## src/rtl/debug_frame_printer.sv

```systemverilog
// debug_frame_printer: on a trigger, snapshots a word bus and streams LF, start marker, payload, end marker, LF
// over a valid/ready byte port. Optional macro DBG_PRINT_HEX_EN sends the payload as uppercase ASCII hex nibbles.
module debug_frame_printer #(
  parameter int unsigned NUM_WORDS  = 32'd2,
  parameter int unsigned WORD_W     = 32'd16,
  parameter logic [7:0]  START_BYTE = 8'h24,
  parameter logic [7:0]  END_BYTE   = 8'h24
) (
  input  logic                        i_clk,
  input  logic                        i_rst,
  input  logic                        i_trig,
  input  logic [NUM_WORDS*WORD_W-1:0] i_words,
  output logic                        o_busy,
  output logic [7:0]                  o_drop_cnt,
  output logic [7:0]                  o_wdata,
  output logic                        o_wvalid,
  input  logic                        i_wready
);

  localparam int unsigned PAY_W = NUM_WORDS * WORD_W;
`ifdef DBG_PRINT_HEX_EN
  localparam int unsigned UNIT_W = 32'd4;
`else
  localparam int unsigned UNIT_W = 32'd8;
`endif
  localparam int unsigned UNITS = PAY_W / UNIT_W;
  localparam int unsigned IDX_W = (UNITS > 32'd1) ? $clog2(UNITS) : 32'd1;
  localparam logic [IDX_W-1:0] IDX_LAST = IDX_W'(UNITS - 32'd1);
  localparam logic [IDX_W-1:0] IDX_ONE  = IDX_W'(1'b1);
  localparam logic [IDX_W-1:0] IDX_ZERO = {IDX_W{1'b0}};
  localparam logic [7:0] LF_BYTE = 8'h0A;

  typedef enum logic [2:0] {
    ST_IDLE  = 3'd0,
    ST_LEAD  = 3'd1,
    ST_START = 3'd2,
    ST_DATA  = 3'd3,
    ST_END   = 3'd4,
    ST_TAIL  = 3'd5
  } state_t;

  // Word 0 lands at the top so the payload leaves MSB-first by shifting left.
  function automatic logic [PAY_W-1:0] pack_stream(input logic [PAY_W-1:0] words);
    logic [PAY_W-1:0] stream;
    stream = {PAY_W{1'b0}};
    for (int unsigned k = 0; k < NUM_WORDS; k++) begin
      stream[PAY_W-1-k*WORD_W -: WORD_W] = words[k*WORD_W +: WORD_W];
    end
    return stream;
  endfunction

`ifdef DBG_PRINT_HEX_EN
  function automatic logic [7:0] hex_ascii(input logic [3:0] nib);
    logic [7:0] ch;
    if (nib < 4'd10) begin
      ch = 8'h30 + {4'h0, nib};
    end else begin
      ch = 8'h37 + {4'h0, nib};
    end
    return ch;
  endfunction
`endif

  state_t            state_r, state_s;
  logic [PAY_W-1:0]  stream_r, stream_s;
  logic [IDX_W-1:0]  idx_r, idx_s;
  logic [7:0]        wdata_r, wdata_s;
  logic              wvalid_r, wvalid_s;
  logic              busy_r;
  logic [7:0]        drop_cnt_r, drop_cnt_s;
  logic              xfer_s;

  assign xfer_s = wvalid_r & i_wready;

  // Next-state: advance only on a transfer; the payload stream shifts one unit per DATA transfer.
  always_comb begin
    state_s  = state_r;
    stream_s = stream_r;
    idx_s    = idx_r;
    case (state_r)
      ST_IDLE: begin
        if (i_trig) begin
          stream_s = pack_stream(i_words);
          state_s  = ST_LEAD;
        end else begin
          state_s  = ST_IDLE;
        end
      end
      ST_LEAD: begin
        if (xfer_s) begin
          state_s = ST_START;
        end else begin
          state_s = ST_LEAD;
        end
      end
      ST_START: begin
        if (xfer_s) begin
          state_s = ST_DATA;
        end else begin
          state_s = ST_START;
        end
      end
      ST_DATA: begin
        if (xfer_s) begin
          if (idx_r == IDX_LAST) begin
            idx_s   = IDX_ZERO;
            state_s = ST_END;
          end else begin
            idx_s    = idx_r + IDX_ONE;
            stream_s = stream_r << UNIT_W;
            state_s  = ST_DATA;
          end
        end else begin
          state_s = ST_DATA;
        end
      end
      ST_END: begin
        if (xfer_s) begin
          state_s = ST_TAIL;
        end else begin
          state_s = ST_END;
        end
      end
      ST_TAIL: begin
        if (xfer_s) begin
          state_s = ST_IDLE;
        end else begin
          state_s = ST_TAIL;
        end
      end
      default: begin
        state_s = ST_IDLE;
        idx_s   = IDX_ZERO;
      end
    endcase
  end

  // Output byte is decoded from the upcoming state so o_wdata/o_wvalid stay purely registered.
  always_comb begin
    wvalid_s = 1'b1;
    wdata_s  = 8'h00;
    case (state_s)
      ST_IDLE: begin
        wvalid_s = 1'b0;
        wdata_s  = 8'h00;
      end
      ST_LEAD:  wdata_s = LF_BYTE;
      ST_START: wdata_s = START_BYTE;
`ifdef DBG_PRINT_HEX_EN
      ST_DATA:  wdata_s = hex_ascii(stream_s[PAY_W-1 -: 4]);
`else
      ST_DATA:  wdata_s = stream_s[PAY_W-1 -: 8];
`endif
      ST_END:   wdata_s = END_BYTE;
      ST_TAIL:  wdata_s = LF_BYTE;
      default: begin
        wvalid_s = 1'b0;
        wdata_s  = 8'h00;
      end
    endcase
  end

  // Saturating count of triggers that arrive while a frame is still owed a transfer.
  always_comb begin
    if (i_trig && busy_r && (drop_cnt_r != 8'hFF)) begin
      drop_cnt_s = drop_cnt_r + 8'd1;
    end else begin
      drop_cnt_s = drop_cnt_r;
    end
  end

  // State and output registers; reset aborts any frame and discards the snapshot.
  always_ff @(posedge i_clk or negedge i_rst) begin
    if (!i_rst) begin
      state_r    <= ST_IDLE;
      stream_r   <= {PAY_W{1'b0}};
      idx_r      <= IDX_ZERO;
      wdata_r    <= 8'h00;
      wvalid_r   <= 1'b0;
      busy_r     <= 1'b0;
      drop_cnt_r <= 8'h00;
    end else begin
      state_r    <= state_s;
      stream_r   <= stream_s;
      idx_r      <= idx_s;
      wdata_r    <= wdata_s;
      wvalid_r   <= wvalid_s;
      busy_r     <= wvalid_s;
      drop_cnt_r <= drop_cnt_s;
    end
  end

  assign o_busy     = busy_r;
  assign o_wvalid   = wvalid_r;
  assign o_wdata    = wdata_r;
  assign o_drop_cnt = drop_cnt_r;

endmodule

```

## config.mk

```make
export PLATFORM = sky130hd
export DESIGN_NAME = debug_frame_printer
export DESIGN_NICKNAME = d
export VERILOG_FILES = /design/src/rtl/debug_frame_printer.sv
export SDC_FILE = /design/constraint.sdc
export NUM_CORES = 1
export LEC_CHECK = 0
export ABC_AREA = 1
export CORE_MARGIN = 4
export CORE_UTILIZATION = 40
export DETAILED_ROUTE_END_ITERATION = 8
export GPL_ROUTABILITY_DRIVEN = 0
export PLACE_DENSITY_LB_ADDON = 0.25
export SYNTH_ARGS = -nofsm -noshare
export SYNTH_HDL_FRONTEND = slang
export SYNTH_SLANG_ARGS = --single-unit
```

## constraint.sdc

```tcl
create_clock -name i_clk -period 1.55 [get_ports i_clk]
set_input_delay 0.31 -clock i_clk [delete_from_list [all_inputs] [get_ports i_clk]]
set_output_delay 0.31 -clock i_clk [all_outputs]
set_load 0.02 [all_outputs]
```

* Yosys cells after proc, flatten, opt, wreduce, memory -nomap -nowiden
Index checks and enable logic that the tools add are counted.
** Word-level totals
- Logic and storage cells :: 53
- Flip-flop bits (word level) :: 54
** Operators by class
- Multiplexer cells :: 17
- Reduce and logical (&&, ||, !) cells :: 10
- Bitwise logic cells :: 2
- Equal/unequal tests :: 15
- $add $sub $neg :: 2
** Operator list (count)
- two-way mux 32 bit :: 3
- case mux 32 bit (2 select lines) :: 1
- case mux 8 bit (3 select lines) :: 1
- case mux 3 bit (6 select lines) :: 1
- == test 3 x 2 -> 1 bit, second input constant :: 4
- == test 3 bit, second input constant :: 4
- OR reduction 5 bit :: 2
- two-way mux 3 bit :: 3
- adder 8 x 1 -> 8 bit, second input constant :: 1
- inequality test 8 bit, second input constant :: 1
- == test 3 x 1 -> 1 bit, second input constant :: 2
- two-way mux 2 bit :: 3
- inequality test 2 bit, second input constant :: 3
- two-way mux 1 bit :: 4
- case mux 2 bit (2 select lines) :: 1
- AND reduction 4 bit :: 1
- OR reduction 2 bit :: 2
- logical NOT 3 bit :: 1
- adder 2 x 1 -> 2 bit, second input constant :: 1
- == test 2 bit, second input constant :: 1
- logical AND 1 bit :: 2
- AND reduction 2 bit :: 1
- nonzero test 2 bit :: 1
- bitwise AND 1 bit :: 1
- NOT 1 bit :: 1

* Logic depth before layout (Yosys ltp)
- Depth in word-level cells :: 7
- Mapped depth :: 10
- Mapped depth without buffers :: 9

* Worst setup path before layout
OpenSTA, ideal clock, no wires.
- Path kind :: reg-to-reg
- Start point :: register drop_cnt_r[0] (netlist: o_drop_cnt[0])
- End point :: register drop_cnt_r[4] (netlist: o_drop_cnt[4])
- Clock period less this slack :: 1.516 ns
- Arrival time :: 1.394 ns
- Library setup time :: 0.122 ns
- Cell stages (with the launch flop) :: 7
- Path buffers :: 0
- Path slack :: 0.034 ns
- Cells stage by stage :: dfrtp_1 -> ha_1 -> nand2_1 -> nor2_1 -> a21oi_2 -> nand2_1 -> xor2_1
** Between the ends
- Longest elaborated chain between the ends :: 2
- Elaborated cells on any way between the ends :: 3
** RTL lines
- start, declared :: RTL line 70 : logic [7:0] drop_cnt_r, drop_cnt_s;
- start signal, assigned :: RTL line 189 : drop_cnt_r <= drop_cnt_s;
- parallel branches: the longest is 2 deep, another holds adder 8 x 1 -> 8 bit
Several ways; the timed one is not identified.
A chain may end at the register's enable or synchronous reset.

* Final worst setup path
Ends and elaborated chain as after synthesis.

==> flow_summary.toml <==
[logic_synthesis]
synthesis.nets = 347
synth_area_mm2 = 0.00251
ys_ff_latch = 54
syn_inst = 309
yosys_warnings = 0
synthDistinctLibCells = 23
synth.yosys.seq_area_share = 0.537
syn_avg_cell_area_um2 = 8.14

[setup_path]
end_kind = "register"
required_ps = 1750
path_cells = "ha_1 -> nand2_1 -> nor2_1 -> a21oi_2 -> buf_4 -> nand2_1 -> xor2_1"
critPathMaxStageDelay_ps = 450
cp_data_arrival_time_ps = 1620
start_kind = "register"
path_common_cell = "nand2_1"
path_buf_inv = 1
path_max_fanout = 10
cp_top_family = "flip-flops"
crit_type = "register to register"
critPathSlowestCell = "dfrtp_2"

[timing]
drv_slew = 0
finalCritPeriodShare = 0.916
finClkSkew_ps = 7.73
hold_viol_final = 0
setup_viol_count_final = 0
period_needed_ps = 1420
relSlewSlack = 0.805
holdWs_ps = 477
max_freq_ghz = 0.704
worstMarginPinSlew_ps = 293

[floorplanning]
die_h_um = 87.3
die_w_um = 87.3
fp.coreArea_mm2 = 0.00603
fp-row-count = 28
io_pins = 54
start_util = 0.417
die-area_mm2 = 0.00762

[place]
io_buffers = 53
dp_hpwl_um = 3820

[layout]
drive_gt1_frac = 0.134
syn_to_final_growth_pct = 33.4
final_common_cell = "nand2_1"
final_cell_mix = "nand2_1 (139), dfrtp_1 (52), clkdlybuf4s50_1 (34)"
fillers = 600
fin_nets = 420
antenna_cells = 0

[pwr]
pwr-share-clk = 0.130
ir_drop_v = 0.000829
power.internal_mw = 3.43
p_switching_mw = 2.44
p_sw_frac = 0.415
seq_power_share = 0.400
powerDensity_mw_per_mm2 = 1750
power.leakage_nw = 1.74
power_mw = 5.87
p_comb_frac = 0.470

[global_route]
grt_pass1_wl_um = 9210
grt_pass1_vias = 2063
overflow = 0
track_usage = 0.153
grt_max_degree = 55
antenna_found_initial = 0

[drt]
drtPass1Iterations = 5
routed_via_density = 4.61
via_count = 2105
drtIter0Drc = 81
wirelength_um = 5170
drcViolationCount = 0
ant_nets = 0
wire_per_inst_um = 11.3

[clock_network]
clk_pin_slew_worst_paths_ps = 90
root_buffer = "clkbuf_8"
cts_buffers = 5
cts_tree = "built"
cts_sinks = 54
htree_levels = 2
clock_latency_ps = 310
cts_buffer_depth = 2

[status]
outcome = "finished clean"

[min_path]
hp-class = "register to register"

[job]
maxCapViolCount = 0
[kinds of logic after synthesis]
kind of cell	Yosys count	synth area share
fa+ha+maj	2	0.00995
xor+xnor	7	0.0244
flops	54	0.537
buf+inv	34	0.0607
simple gates	202	0.345
compound gates	10	0.0224
[synthesized netlist by cell type, drive strengths merged]
library cell / n / area (um^2)
nand2: 150 / 591
dfrtp: 54 / 1350
nand3: 33 / 175
inv: 26 / 97.6
nor2: 13 / 66.3
buf: 8 / 55.1
a21oi: 5 / 28.8
nand4: 5 / 31.3
o21ai: 4 / 20.0
xor2: 4 / 35.0
xnor2: 3 / 26.3
ha: 2 / 25.0
nor3: 1 / 5.00
o21a: 1 / 7.51
[sequential cells by signal (all words and copies together) (netlist names)]
register	count
stream_r	32
o_drop_cnt	8
o_wdata	8
state_r	3
idx_r	2
o_busy	1
[final timing paths]
path / start / endpoint / slack (ps) / depth (start not counted)
max reg2reg: o_drop_cnt[0] / o_drop_cnt[4] / 130 / 7
min: stream_r[3] / stream_r[3] / 480 / 2
max in group asynchronous: i_rst / o_drop_cnt[0] / 760 / 3
max: o_drop_cnt[0] / o_drop_cnt[4] / 130 / 7
min in group asynchronous: i_rst / state_r[2] / 510 / 3
min reg2reg: stream_r[3] / stream_r[3] / 480 / 2
[metal layers]
metal | share of wire | GRT usage
met2 | 0.45 | 0.238
met3 | 0.058 | 0.0388
met1 | 0.47 | 0.202
met5 | 0 | 0
met4 | 0.022 | 0.0669
[stage by stage]
| step | setup TNS, ps | util | setup WS [ps] | std cells | instance area, um^2 |
|---|---|---|---|---|---|
| 6_report | 0 | 0.557 | 130 | 457 | 3360 |
| 5_1_grt | -1.38 | 0.557 | -1.38 | 457 | 3360 |
| 4_1_cts | 0 | 0.552 | 1.05 | 455 | 3320 |
| 3_5_place_dp | -2630 | 0.540 | -168 | 447 | 3250 |
| 3_3_place_gp | -2130 | 0.540 | -136 | 447 | 3250 |
| 2_1_floorplan | 0 | - | 34.2 | 309 | 2510 |
[worst min-delay path: cells and delay by family, from the launching register on]
| kind | cells | cell delay, ps |
|---|---|---|
| AND/OR/NAND/NOR | 2 | 100 |
| flip-flops | 1 | 350 |
[cell type report]
type	instances	area (um^2)	area share
well taps	75	93.8	0.0280
clock buffers	5	68.8	0.0205
flip-flops and latches	54	1350	0.403
inverters	26	97.6	0.0291
multi-input cells	221	1020	0.305
repair buffers	74	704	0.210
clock inverters	2	15.0	0.00447
[repair_timing]
| item | 4_1_cts | 5_1_grt |
|---|---|---|
| pin swaps | 0 | 1 |
| endpoints found under the setup margin | 17 | 21 |
| hold buffers | 1 | 0 |
| gates resized for setup | 17 | 5 |
| endpoints found under the hold margin | 54 | 0 |
| buffers inserted | 0 | 2 |
[power groups by stage]
stage	clock (mW)	sequential, mW	combinational, mW
3_3_place_gp	0	2.37	2.78
5_1_grt	0.849	2.42	3.16
4_1_cts	0.790	2.35	2.73
3_5_place_dp	0	2.38	2.85
6_report	0.764	2.35	2.76
2_1_floorplan	0	2.53	1.58
(Power assumes the default switching activity.)
